**config.mk**
```make
export PLATFORM = sky130hd
export DESIGN_NAME = time_of_day_counter_flat
export DESIGN_NICKNAME = d
export VERILOG_FILES = /design/src/rtl/time_of_day_counter_if.sv /design/src/rtl/time_of_day_counter.sv /design/src/flat_wrapper.sv
export SDC_FILE = /design/constraint.sdc
export NUM_CORES = 1
export LEC_CHECK = 0
export CORE_ASPECT_RATIO = 0.75
export CORE_MARGIN = 3
export CORE_UTILIZATION = 40
export DETAILED_ROUTE_END_ITERATION = 8
export PLACE_DENSITY = 0.65
export SKIP_CTS_REPAIR_TIMING = 1
export SYNTH_ARGS = -nofsm -noshare
export SYNTH_HDL_FRONTEND = slang
export SYNTH_SLANG_ARGS = --single-unit
```
**constraint.sdc**
```tcl
create_clock -name clk -period 1.65 [get_ports clk]
set_input_delay 0.2475 -clock clk [delete_from_list [all_inputs] [get_ports clk]]
set_output_delay 0.2475 -clock clk [all_outputs]
set_load 0.005 [all_outputs]
```
**src/rtl/time_of_day_counter_if.sv**
```systemverilog
// Bundle of control, load, setting and display signals for time_of_day_counter.
// Alarm signals are present only when TOD_ALARM_EN is defined.
interface time_of_day_counter_if;
    logic       run;
    logic       load;
    logic [4:0] ld_hour;
    logic [5:0] ld_min;
    logic [5:0] ld_sec;
    logic [1:0] inc_sel;
    logic       mode12;
    logic [5:0] sec;
    logic [5:0] min;
    logic [4:0] hour;
    logic [4:0] hour_disp;
    logic       pm;
    logic       sec_tick;
    logic       day_wrap;
`ifdef TOD_ALARM_EN
    logic       al_en;
    logic [4:0] al_hour;
    logic [5:0] al_min;
    logic       alarm;

    modport master (
        output run, load, ld_hour, ld_min, ld_sec, inc_sel, mode12, al_en, al_hour, al_min,
        input  sec, min, hour, hour_disp, pm, sec_tick, day_wrap, alarm
    );
    modport slave (
        input  run, load, ld_hour, ld_min, ld_sec, inc_sel, mode12, al_en, al_hour, al_min,
        output sec, min, hour, hour_disp, pm, sec_tick, day_wrap, alarm
    );
`else
    modport master (
        output run, load, ld_hour, ld_min, ld_sec, inc_sel, mode12,
        input  sec, min, hour, hour_disp, pm, sec_tick, day_wrap
    );
    modport slave (
        input  run, load, ld_hour, ld_min, ld_sec, inc_sel, mode12,
        output sec, min, hour, hour_disp, pm, sec_tick, day_wrap
    );
`endif
endinterface

```
**src/rtl/time_of_day_counter.sv**
```systemverilog
// Time-of-day counter: prescaler plus a single sec/min/hour carry chain with load,
// per-field setting and 12/24-hour display. Optional alarm compare under TOD_ALARM_EN.
module time_of_day_counter #(
    parameter int TICK_DIV = 50000000
) (
    input  logic                  clk,
    input  logic                  rst,
    time_of_day_counter_if.slave  bus
);
    localparam int PW = (TICK_DIV > 1) ? $clog2(TICK_DIV) : 1;
    localparam logic [PW-1:0] PRESC_LAST = PW'(TICK_DIV - 1);

    function automatic logic [5:0] sat59(input logic [5:0] v);
        return (v > 6'd59) ? 6'd59 : v;
    endfunction

    function automatic logic [4:0] sat23(input logic [4:0] v);
        return (v > 5'd23) ? 5'd23 : v;
    endfunction

    logic [PW-1:0] presc_r, presc_s;
    logic [5:0]    sec_r, sec_s, min_r, min_s;
    logic [4:0]    hour_r, hour_s;
    logic          sec_tick_r, sec_tick_s, day_wrap_r, day_wrap_s;
    logic          adv_s;
    logic [4:0]    hour_mod_s, hour_disp_s;
    logic          alarm_r, alarm_s;

    // Next-state: load beats field increment beats prescaler advance
    always_comb begin
        presc_s    = presc_r;
        sec_s      = sec_r;
        min_s      = min_r;
        hour_s     = hour_r;
        sec_tick_s = 1'b0;
        day_wrap_s = 1'b0;
        alarm_s    = 1'b0;
        adv_s      = bus.run && (presc_r == PRESC_LAST);
        if (bus.load) begin
            presc_s = '0;
            sec_s   = sat59(bus.ld_sec);
            min_s   = sat59(bus.ld_min);
            hour_s  = sat23(bus.ld_hour);
        end else begin
            if (bus.run) begin
                presc_s = adv_s ? '0 : presc_r + PW'(1);
            end else begin
                presc_s = presc_r;
            end
            // A coinciding advance is swallowed by any increment
            case (bus.inc_sel)
                2'b01:   sec_s  = (sec_r  == 6'd59) ? 6'd0 : sec_r  + 6'd1;
                2'b10:   min_s  = (min_r  == 6'd59) ? 6'd0 : min_r  + 6'd1;
                2'b11:   hour_s = (hour_r == 5'd23) ? 5'd0 : hour_r + 5'd1;
                default: begin
                    if (adv_s) begin
                        sec_tick_s = 1'b1;
                        if (sec_r == 6'd59) begin
                            sec_s = 6'd0;
                            if (min_r == 6'd59) begin
                                min_s = 6'd0;
                                if (hour_r == 5'd23) begin
                                    hour_s     = 5'd0;
                                    day_wrap_s = 1'b1;
                                end else begin
                                    hour_s = hour_r + 5'd1;
                                end
                            end else begin
                                min_s = min_r + 6'd1;
                            end
                        end else begin
                            sec_s = sec_r + 6'd1;
                        end
`ifdef TOD_ALARM_EN
                        alarm_s = bus.al_en && (sec_s == 6'd0) && (min_s == bus.al_min)
                                  && (hour_s == bus.al_hour);
`endif
                    end else begin
                        sec_tick_s = 1'b0;
                    end
                end
            endcase
        end
    end

    // State and pulse registers
    always_ff @(posedge clk) begin
        if (rst) begin
            presc_r    <= '0;
            sec_r      <= 6'd0;
            min_r      <= 6'd0;
            hour_r     <= 5'd0;
            sec_tick_r <= 1'b0;
            day_wrap_r <= 1'b0;
            alarm_r    <= 1'b0;
        end else begin
            presc_r    <= presc_s;
            sec_r      <= sec_s;
            min_r      <= min_s;
            hour_r     <= hour_s;
            sec_tick_r <= sec_tick_s;
            day_wrap_r <= day_wrap_s;
            alarm_r    <= alarm_s;
        end
    end

    // Display mapping: midnight and noon show as 12 in 12-hour mode
    always_comb begin
        hour_mod_s = (hour_r >= 5'd12) ? hour_r - 5'd12 : hour_r;
        if (bus.mode12) begin
            hour_disp_s = (hour_mod_s == 5'd0) ? 5'd12 : hour_mod_s;
        end else begin
            hour_disp_s = hour_r;
        end
    end

    assign bus.sec       = sec_r;
    assign bus.min       = min_r;
    assign bus.hour      = hour_r;
    assign bus.hour_disp = hour_disp_s;
    assign bus.pm        = (hour_r >= 5'd12);
    assign bus.sec_tick  = sec_tick_r;
    assign bus.day_wrap  = day_wrap_r;
`ifdef TOD_ALARM_EN
    assign bus.alarm     = alarm_r;
`else
    logic unused_alarm_s;
    assign unused_alarm_s = alarm_r;
`endif
endmodule

```
**src/flat_wrapper.sv**
```systemverilog
// flat-port wrapper written by rule: the top's interface ports become plain ports
module time_of_day_counter_flat 
#(
    parameter int TICK_DIV = 50000000
)
  (clk, rst, bus_run, bus_load, bus_ld_hour, bus_ld_min, bus_ld_sec, bus_inc_sel, bus_mode12, bus_sec, bus_min, bus_hour, bus_hour_disp, bus_pm, bus_sec_tick, bus_day_wrap);
  time_of_day_counter_if bus_i ();
  input  logic clk;
  input  logic rst;
  input wire logic [$bits(bus_i.run)-1:0] bus_run;
  input wire logic [$bits(bus_i.load)-1:0] bus_load;
  input wire logic [$bits(bus_i.ld_hour)-1:0] bus_ld_hour;
  input wire logic [$bits(bus_i.ld_min)-1:0] bus_ld_min;
  input wire logic [$bits(bus_i.ld_sec)-1:0] bus_ld_sec;
  input wire logic [$bits(bus_i.inc_sel)-1:0] bus_inc_sel;
  input wire logic [$bits(bus_i.mode12)-1:0] bus_mode12;
  output wire logic [$bits(bus_i.sec)-1:0] bus_sec;
  output wire logic [$bits(bus_i.min)-1:0] bus_min;
  output wire logic [$bits(bus_i.hour)-1:0] bus_hour;
  output wire logic [$bits(bus_i.hour_disp)-1:0] bus_hour_disp;
  output wire logic [$bits(bus_i.pm)-1:0] bus_pm;
  output wire logic [$bits(bus_i.sec_tick)-1:0] bus_sec_tick;
  output wire logic [$bits(bus_i.day_wrap)-1:0] bus_day_wrap;
  assign bus_i.run = bus_run;
  assign bus_i.load = bus_load;
  assign bus_i.ld_hour = bus_ld_hour;
  assign bus_i.ld_min = bus_ld_min;
  assign bus_i.ld_sec = bus_ld_sec;
  assign bus_i.inc_sel = bus_inc_sel;
  assign bus_i.mode12 = bus_mode12;
  assign bus_sec = bus_i.sec;
  assign bus_min = bus_i.min;
  assign bus_hour = bus_i.hour;
  assign bus_hour_disp = bus_i.hour_disp;
  assign bus_pm = bus_i.pm;
  assign bus_sec_tick = bus_i.sec_tick;
  assign bus_day_wrap = bus_i.day_wrap;
  time_of_day_counter #(.TICK_DIV(TICK_DIV)) u_core (.clk(clk), .rst(rst), .bus(bus_i));
endmodule
```
After elaboration in Yosys (flattened, before gate mapping)
Cells that the tools add are included.
- bits of input ports: 24
- register bits after elaboration: 45
- word-level logic and storage cells: 69
- output and inout bits: 25
- multiplexer cells: 24
- bitwise gates (word level): 3
- equal/unequal tests: 10
- order comparisons: 4
- $add $sub $neg: 5
- reductions and logical operators: 17
- operators by type and width (cell ; count):
    6-bit two-way mux ; 9
    5-bit two-way mux ; 9
    26-bit by 1-bit adder with 26-bit output (second input constant) ; 1
    26-bit equality test (second input constant) ; 1
    26-bit two-way mux ; 1
    6-bit case mux with 2 select lines ; 2
    3-bit nonzero test ; 6
    6-bit by 1-bit adder with 6-bit output (second input constant) ; 2
    6-bit equality test (second input constant) ; 2
    6-bit greater-than comparator (second input constant) ; 2
    5-bit case mux with 2 select lines ; 1
    2-bit OR reduction ; 4
    8-bit OR reduction ; 1
    2-bit by 1-bit inequality test with 1-bit output (second input constant) ; 3
    5-bit by 1-bit adder with 5-bit output (second input constant) ; 1
    5-bit equality test (second input constant) ; 1
    5-bit by 4-bit >= comparator with 1-bit output (second input constant) ; 1
    5-bit greater-than comparator (second input constant) ; 1
    5-bit logical NOT ; 1
    5-bit OR reduction ; 1
    5-bit by 4-bit subtractor with 5-bit output (second input constant) ; 1
    2-bit equality test (second input constant) ; 2
    4-bit AND reduction ; 1
    1-bit inverter ; 3
    other kinds (5) ; 6

Depth between registers and ports, before layout
- depth after elaboration: 7
- mapped depth: 8
- gate-level depth less buffers: 7

Least setup slack after synthesis
Ideal clock, no wire load.
- kind: reg-to-reg
- start: reg u_core.sec_r[0], in the netlist u_core.bus.sec[0]
- end: reg u_core.min_r[1], in the netlist u_core.bus.min[1]
- path slack: -201 ps
- stages on the path, launching flop included: 9
- period minus slack after synthesis: 1851 ps
- arrival time: 1755 ps
- cell sequence: dfxtp_1 > ha_1 > and4b_1 > and2_0 > buf_2 > nand4_2 > and2_1 > buf_6 > o41ai_2
- word-level cells in the longest chain between the ends: 3
- RTL lines (element ; RTL line ; source):
    start: declaration ; time_of_day_counter.sv:22 ; logic [5:0] sec_r, sec_s, min_r, min_s;
    start signal: assignment ; time_of_day_counter.sv:98 ; sec_r <= sec_s;
    6-bit equality test ; time_of_day_counter.sv:58 ; if (sec_r == 6'd59) begin
    3-bit nonzero test (no source line) ; -- ;
    3-bit AND reduction (no source line) ; -- ;
    end signal: assignment ; time_of_day_counter.sv:99 ; min_r <= min_s;
    end: declaration ; time_of_day_counter.sv:22 ;
Every way passes these cells.
A chain may end at the register's enable or synchronous reset.

Worst setup path after layout
- start: reg u_core.hour_r[2], in the netlist u_core.bus.hour[2]
- end: out bus_hour_disp[3]
- word-level cells in the longest chain between the ends: 5
- elaborated cells between the ends (all ways): 6
- classes of those cells: add/sub (1); order compare (1); mux (3); reduce/logical (1)
- RTL lines (element ; RTL line ; source):
    start: declaration ; time_of_day_counter.sv:23 ; logic [4:0] hour_r, hour_s;
    start signal: assignment ; time_of_day_counter.sv:100 ; hour_r <= hour_s;
    5-bit by 4-bit subtractor with 5-bit output or 5-bit by 4-bit >= comparator with 1-bit output (tied branches) ; time_of_day_counter.sv:109 ; hour_mod_s = (hour_r >= 5'd12) ? hour_r - 5'd12 : hour_r;
    5-bit two-way mux (*) ; time_of_day_counter.sv:109 ;
    5-bit logical NOT ; time_of_day_counter.sv:111 ; hour_disp_s = (hour_mod_s == 5'd0) ? 5'd12 : hour_mod_s;
    5-bit two-way mux (*) ; time_of_day_counter.sv:111 ;
    5-bit two-way mux (*) ; time_of_day_counter.sv:110 ; if (bus.mode12) begin
    end: declaration ; flat_wrapper.sv:20 ; output wire logic [$bits(bus_i.hour_disp)-1:0] bus_hour_disp;
Mark *: on every way between the ends. The rest lies on a longest branch, timed or not.

==> impl_metrics.ini <==
[sta]
final-hold-violation-count = 0
fin_crit_sh_pct = 137
layout_setup_ws_ps = -605
clock_skew_ps = 12.8
finalMaxSlewViolations = 0
setup_viol_count_final = 33
fin_hold_ws_ps = 393
max_slew_margin_pct = 70.0
period_needed_ps = 2250
worst_pin_slew_ps = 448
clock.fmax_mhz = 443
rsz0062_at_grt = true

[job]
max_cap_viol_count = 0

[synthesis]
synth-simple-area-share_pct = 33.1
yosys_warnings = 0
synthCells = 350
ys_seq_area_share_pct = 30.8
yosys-mux-area-fraction_pct = 1.71
ys_ff_latch = 45
synth_edf_count = 0
synth_cell_types = 60
synth_compound_area_share_pct = 16.7
synth_top_family_by_area = simple AND/OR/NAND/NOR gates
syn-cell-area_um2 = 2920
yosys.area_share.adder_pct = 4.28
synth_nets = 384
synthArstFlopShare_pct = 0
synth_ff_type = dfxtp_1
syn-mean-instance-area_um2 = 8.34
synth-xor-area-share_pct = 7.50

[power]
pwr-share-seq_pct = 39.7
power_density_nw_per_um2 = 567
combPwrFrac_pct = 25.7
pwr-share-clk_pct = 34.6
leakagePower_nw = 2.06
ir_drop_mv = 0.515
swShare_pct = 26.2
power.switching_uw = 753
finalPower_mw = 2.87
power.internal_mw = 2.12

[global_routing]
antenna_found_initial = 0
grt_pass1_vias = 3048
grt_max_degree = 24
grt_use_total_pct = 21.0
grt_pass1_wl_um = 14600
grt_overflow = 0

[status]
outcome = complete, but fails checks
violations = setup timing

[final_layout]
final_common_cell = buf_4
diodes = 0
nFillCells = 512
area_growth_pct = 73.4
final_area_um2 = 5060
final_net_count = 543
drive_above_1_share_pct = 45.3
final_cell_mix = buf_4 (100), clkdlybuf4s50_1 (39), nor2_1 (33)

[hold_path]
min_path_type = input port to register

[routing]
route.detailed.drc = 0
wl_per_cell_um = 17.0
vias = 3389
viasPerCell = 5.57
drtIter0Drc = 214
postRouteAntennaNets = 0
wl_um = 10300
first_pass_iters = 5

[placed_design]
place_hpwl_um = 6870
numPortBuffers = 48
post_dp_cell_area_um2 = 4260
gp_congestion = 0.899

[worst_setup_path]
max_stage_delay_ps = 380
end_kind = output pin
worstPathCellList = ha_4, or3_4, a21oi_2, o21a_1, buf_6, buf_6, nor2_4, a21oi_2, buf_2
worstSetupPathType = register to output pin
slowest_stage = dfxtp_4
setup.worst_path.start_class = register
crit_fanout = 6
cp.required_ps = 1400
crit_arrival_ps = 2010

[cts]
tritoncts = built
cts-root-buf = clkbuf_8
cts.path.max_buffers = 2
clkSinkCount = 45
cts_buffers = 5
clk_pin_slew_ps = 90
insertion_delay_ps = 300
cts.htree.levels = 2

[die]
core_um2 = 6960
rows = 26
die-width_um = 105
die-area_um2 = 8370
pin_count = 49
start_util_pct = 41.9
die_h_um = 80.0
-- synthesized netlist by cell type (all sizes together), types with 8 or more instances --
cell,count,area (um^2)
a21oi,18,90.1
and2,8,51.3
dfxtp,45,901
nor2,52,195
inv,11,41.3
nand3,15,75.1
nand4,22,159
o21ai,13,65.1
xor2,19,166
nand2,24,90.1
and3,8,52.6
ha,10,125
clkbuf,9,73.8
-- per-layer routing --
metal	share of wire (%)	track usage (%)	routed length, um	vias up
met3	5.6	3.56	581	16
li1	-	-	-	1617
met5	0	0	0	-
met4	1.5	4.06	158	0
met1	47	31.4	4820	1634
met2	46	31.7	4750	122
-- layout make-up --
| class | count | area [um^2] | share of cell area (%) |
|---|---|---|---|
| Inverter | 11 | 41.3 | 0.816 |
| Timing Repair Buffer | 168 | 1480 | 29.2 |
| Tap cell | 98 | 123 | 2.42 |
| Clock buffer | 5 | 68.8 | 1.36 |
| Clock inverter | 3 | 65.1 | 1.29 |
| Sequential cell | 45 | 943 | 18.6 |
| Multi-Input combinational cell | 278 | 2340 | 46.3 |
-- metrics by stage --
stage / setup TNS [ps] / utilization (%) / std cells / setup WS (ps)
floorplan: -467 / - / 350 / -149
global placement: -13530 / 61.2 / 584 / -508
detailed placement: -14670 / 61.2 / 584 / -545
CTS: -11570 / 63.1 / 592 / -873
global route: -6980 / 72.7 / 608 / -667
finish: -5170 / 72.7 / 608 / -605
-- flip-flops by register name (all words and copies together), names as in the netlist --
register and flops:
u_core.presc_r 26, u_core.bus.min 6, u_core.bus.day_wrap 1, u_core.bus.sec_tick 1
u_core.bus.sec 6, u_core.bus.hour 5
-- worst max-delay path: cells and delay by family (launching register included) --
family	cells	cell delay, ps
compound gates	3	450
flops	1	380
buf+inv	3	330
fa+ha+maj	1	170
simple gates	2	390
-- kinds of logic (layout without fill, tap and decap cells) --
group | count (synthesis) | in the layout
flip-flops | 45 | 45
AO/OA/AOI/OAI | 68 | 68
AND/OR/NAND/NOR | 170 | 170
multiplexers | 5 | 5
buffers and inverters | 27 | 187
adder cells (fa/ha/maj) | 10 | 10
XOR/XNOR | 25 | 25
-- path summary, 6_finish.rpt --
path | start | end | slack, ps | cells after the start
max reg2reg | u_core.bus.sec[0]$_SDFFE_PP0P_ | u_core.bus.hour[1]$_SDFFE_PP0P_ | -210 | 7
max | u_core.bus.hour[2]$_SDFFE_PP0P_ | bus_hour_disp[3] | -600 | 9
min reg2reg | u_core.presc_r[2]$_SDFFE_PP0P_ | u_core.presc_r[2]$_SDFFE_PP0P_ | 570 | 2
min | bus_run | u_core.presc_r[0]$_SDFFE_PP0P_ | 390 | 4
-- power groups by stage --
stage	combinational (mW)	sequential [mW]	clock [mW]
2_1_floorplan	0.234	1.18	0
3_3_place_gp	0.566	1.17	0
3_5_place_dp	0.577	1.17	0
4_1_cts	0.582	1.14	1.01
5_1_grt	0.784	1.14	1.06
6_report	0.737	1.14	0.992
(Power assumes the default switching activity.)
